<file path="src/rtl/fifo_stream_reader.sv">
// Read-side adapter: pops a synchronous FIFO and presents words on a registered valid/ready stream.
// Optional pop/stall counters are built when FIFO_STREAM_READER_STATS_EN is defined.
module fifo_stream_reader #(
  parameter int WIDTH = 32
) (
  input  logic             clock,
  input  logic             reset_n,
  input  logic             enable,
  input  logic             fifo_empty,
  input  logic [WIDTH-1:0] fifo_rd_data,
  output logic             fifo_rd_en,
  output logic             m_valid,
  output logic [WIDTH-1:0] m_data,
  input  logic             m_ready
`ifdef FIFO_STREAM_READER_STATS_EN
  ,
  output logic [31:0]      word_count,
  output logic [31:0]      stall_count
`endif
);

  logic [1:0]       r_occ;
  logic             r_inflight;
  logic             r_valid;
  logic [WIDTH-1:0] r_head;
  logic [WIDTH-1:0] r_skid;

  logic             w_pop;
  logic [2:0]       w_load;
  logic [1:0]       w_occ_nxt;
  logic [WIDTH-1:0] w_head_nxt;
  logic [WIDTH-1:0] w_skid_nxt;

  assign w_pop      = r_valid & m_ready;
  // Slots committed after this edge; a pop frees one in the same cycle.
  assign w_load     = {1'b0, r_occ} + {2'b0, r_inflight} - {2'b0, w_pop};
  assign fifo_rd_en = reset_n & enable & ~fifo_empty & (w_load < 3'd2);
  assign m_valid    = r_valid;
  assign m_data     = r_head;

  always_comb begin
    w_occ_nxt  = r_occ;
    w_head_nxt = r_head;
    w_skid_nxt = r_skid;
    if (r_inflight) begin
      if (r_occ == 2'd0 || (r_occ == 2'd1 && w_pop)) begin
        w_head_nxt = fifo_rd_data;
        w_occ_nxt  = 2'd1;
      end else if (r_occ == 2'd2 && w_pop) begin
        w_head_nxt = r_skid;
        w_skid_nxt = fifo_rd_data;
      end else begin
        w_skid_nxt = fifo_rd_data;
        w_occ_nxt  = 2'd2;
      end
    end else if (w_pop) begin
      if (r_occ == 2'd2) begin
        w_head_nxt = r_skid;
        w_occ_nxt  = 2'd1;
      end else begin
        w_occ_nxt  = 2'd0;
      end
    end
  end

  always_ff @(posedge clock) begin
    if (!reset_n) begin
      r_occ      <= 2'd0;
      r_inflight <= 1'b0;
      r_valid    <= 1'b0;
      r_head     <= '0;
    end else begin
      assert ({1'b0, r_occ} + {2'b0, r_inflight} <= 3'd2);
      r_occ      <= w_occ_nxt;
      r_inflight <= fifo_rd_en;
      r_valid    <= (w_occ_nxt != 2'd0);
      r_head     <= w_head_nxt;
      r_skid     <= w_skid_nxt;
    end
  end

`ifdef FIFO_STREAM_READER_STATS_EN
  always_ff @(posedge clock) begin
    if (!reset_n) begin
      word_count  <= '0;
      stall_count <= '0;
    end else begin
      if (w_pop)              word_count  <= word_count + 32'd1;
      if (r_valid & ~m_ready) stall_count <= stall_count + 32'd1;
    end
  end
`endif

endmodule

</file>
<file path="config.mk">
export PLATFORM = sky130hd
export DESIGN_NAME = fifo_stream_reader
export DESIGN_NICKNAME = d
export VERILOG_FILES = /design/src/rtl/fifo_stream_reader.sv
export SDC_FILE = /design/constraint.sdc
export NUM_CORES = 1
export LEC_CHECK = 0
export ABC_AREA = 1
export BUFFER_PORTS_ARGS = -buffer_cell sky130_fd_sc_hd__buf_2
export CAP_MARGIN = 20
export CORE_AREA = 2 2 70 122
export CTS_CLUSTER_SIZE = 20
export DETAILED_ROUTE_END_ITERATION = 8
export DIE_AREA = 0 0 72 124
export PLACE_DENSITY = 0.68
export SYNTH_ARGS = -nofsm -noshare
export SYNTH_HDL_FRONTEND = slang
export SYNTH_SLANG_ARGS = --single-unit
</file>
<file path="constraint.sdc">
create_clock -name clock -period 2.8 [get_ports clock]
set_input_delay 0.56 -clock clock [delete_from_list [all_inputs] [get_ports clock]]
set_output_delay 0.56 -clock clock [all_outputs]
set_load 0.05 [all_outputs]
</file>
==> flow_metrics.env <==
export IMPL_outcome="completed"
export IMPL_clock_fmax_mhz=372
export IMPL_worstPathArrival_ps=2130
export IMPL_wl_per_cell_um=12.4
export IMPL_drc=0
export IMPL_yosysWarnings=0
export IMPL_synth_ff_type="dfxtp_1"
export IMPL_hold_viol=0
export IMPL_fp_dieW_um=72
export IMPL_worst_pin_slew_ps=641
export IMPL_rows=43
export IMPL_finalWirelength_um=6700
export IMPL_synth_edf_count=32
export IMPL_vias=2518
export IMPL_drive_above_1_share_pct=22.5
export IMPL_slowest_stage="fa_1"
export IMPL_ir_drop_mv=0.375
export IMPL_path_clk_slew_ps=60
export IMPL_grt_pass1_vias=2335
export IMPL_min_period_over_period_pct=96.1
export IMPL_leakage_nw=1.92
export IMPL_pwr_density_cell_mw_per_mm2=615
export IMPL_tritoncts="done"
export IMPL_clk_latency_ps=330
export IMPL_cp_start_kind="register"
export IMPL_tns_ps=0
export IMPL_nets=483
export IMPL_avgViaCountPerCell=4.67
export IMPL_fin_skew_ps=9.77
export IMPL_ys_seq_elements=68
export IMPL_layout_commonest_cell="nand2_1"
export IMPL_rsz0062_at_grt="false"
export IMPL_dr_first_iter_drc_count=183
export IMPL_critical_path_class="register to primary output"
export IMPL_grt_max_degree=65
export IMPL_cp_cell_sequence="inv_1 -> ha_1 -> nand2_1 -> fa_1 -> nand2_1 -> nor4b_4 -> buf_6"
export IMPL_path_max_fanout=3
export IMPL_max_stage_delay_ps=490
export IMPL_die_h_um=124
export IMPL_grt_first_pass_wirelength_um=11000
export IMPL_clock_sinks=68
export IMPL_cts_buffers=9
export IMPL_slew_headroom_pct=57.2
export IMPL_yosysSeqAreaShare_pct=55.4
export IMPL_initial_utilization_pct=38.4
export IMPL_antenna_found_initial=0
export IMPL_synth_cells=378
export IMPL_dieArea_mm2=0.00893
export IMPL_grt_ovfl_total=0
export IMPL_area_growth_synth_to_final_pct=23.1
export IMPL_worst_hold_slack_ps=424
export IMPL_root_buffer="clkbuf_16"
export IMPL_clockBufferDepth=2
export IMPL_syn_nets=417
export IMPL_setup_viol=0
export IMPL_drv_cap=0
export IMPL_synth_area_per_cell_um2=8.03
export IMPL_min_period_ps=2690
export IMPL_ios=71
export IMPL_core_area_mm2=0.00791
export IMPL_hpwl_um=4260
export IMPL_crit_required_ps=2240
export IMPL_multi_input_area_mm2=0.00111
export IMPL_drtPass1Iterations=4
export IMPL_htreeDepth=3
export IMPL_critical_path_endpoint_type="primary output"
export IMPL_finalPower_mw=2.30
export IMPL_diodes=0
export IMPL_path_common_cell="nand2_1"
export IMPL_groute_usage_overall_pct=16.0
export IMPL_worstHoldPathType="input port to register"
export IMPL_async_flop_share_pct=0
export IMPL_design_area_mm2=0.00374
export IMPL_hold_buffers=0
export IMPL_place_congestion=0.747
export IMPL_final_antenna_net_count=0
export IMPL_slew_violations=0
export IMPL_fill_cells=807
export IMPL_yosysUniqueCellTypes=22
export IMPL_dpl_cell_area_mm2=0.00345
export IMPL_syn_area_mm2=0.00304
export IMPL_layout_area_seq_mm2=0.00168
export IMPL_final_cell_mix="136 x nand2_1, 69 x buf_2, 68 x nor2_1"
export IMPL_port_buffers=70
[worst paths after layout]
| path | startpoint | slack, ps | to | cells past startpoint |
|---|---|---|---|---|
| hold reg to reg | m_data[13] | 510 | m_data[13] | 4 |
| setup / recovery | r_inflight | 110 | fifo_rd_en | 7 |
| setup reg to reg | r_inflight | 990 | r_skid[7] | 4 |
| hold / removal | fifo_rd_data[22] | 420 | r_skid[22] | 1 |
[report_power, final]
group	switching, mW	total (mW)	internal [mW]
sequential	0.00730	1.06	1.06
clock	0.391	1.04	0.646
combinational	0.137	0.199	0.0611
total	0.536	2.30	1.76
[state kept, by name (all words and copies together) (netlist names)]
name and cells:
m_data 32, r_inflight 1, m_valid 1, r_occ 2, r_skid 32
[cells in the mapped netlist (2+ instances only)]
library cell / n / area share, %
nand4_1: 32 / 6.6
nor2_1: 69 / 8.5
buf_6: 3 / 1.1
dfxtp_1: 36 / 24
edfxtp_1: 32 / 32
nor4b_1: 2 / 0.58
clkbuf_1: 7 / 0.87
nor2_2: 2 / 0.41
buf_2: 12 / 2.0
nand2_1: 136 / 17
inv_1: 35 / 4.3
nand2_2: 2 / 0.41
[what timing repair did]
action	in CTS	in global routing
setup endpoints to repair	0	1
gates resized for setup	0	3
setup buffers	0	0
[per-layer routing]
| layer | part of all wire [%] | vias to the layer above | global-route usage, % | routed length, µm |
|---|---|---|---|---|
| li1 | - | 1324 | - | - |
| met1 | 43 | 1127 | 18.9 | 2900 |
| met2 | 51 | 62 | 26.7 | 3390 |
| met3 | 4.5 | 5 | 4.13 | 303 |
| met4 | 1.5 | 0 | 7.67 | 100 |
| met5 | 0 | - | 0 | 0 |
[through the flow]
| step | utilization (%) | instances | worst slack [ps] |
|---|---|---|---|
| 2_1_floorplan | - | 378 | 7.24 |
| 3_3_place_gp | 43.7 | 523 | 65.9 |
| 3_5_place_dp | 43.7 | 523 | 46.7 |
| 4_1_cts | 47.2 | 539 | 9.85 |
| 5_1_grt | 47.3 | 539 | 4.13 |
| 6_report | 47.3 | 539 | 108 |
[worst max-delay path: cells and delay by family (launching register included)]
kind / cells / cell delay (ps)
adder cells (fa/ha/maj): 2 / 760
buffers and inverters: 2 / 240
flip-flops: 1 / 340
AND/OR/NAND/NOR: 3 / 470
[final cells by class]
type,count,area share [%]
Sequential cell,68,45.0
Multi-Input combinational cell,251,29.8
Timing Repair Buffer,78,11.1
Clock buffer,14,7.06
Inverter,36,3.62
Tap cell,90,3.01
Clock inverter,2,0.335
[cells by family (layout without fill, tap and decap cells)]
logic type | count (synthesis) | in the layout | share of synthesized area (%)
AO/OA/AOI/OAI | 2 | 2 | 0.371
XOR/XNOR | 1 | 1 | 0.289
adder cells (fa/ha/maj) | 2 | 2 | 1.07
buffers and inverters | 59 | 130 | 8.66
flip-flops | 68 | 68 | 55.4
AND/OR/NAND/NOR | 246 | 246 | 34.2
Note: power is estimated with default switching activity, not from simulation.
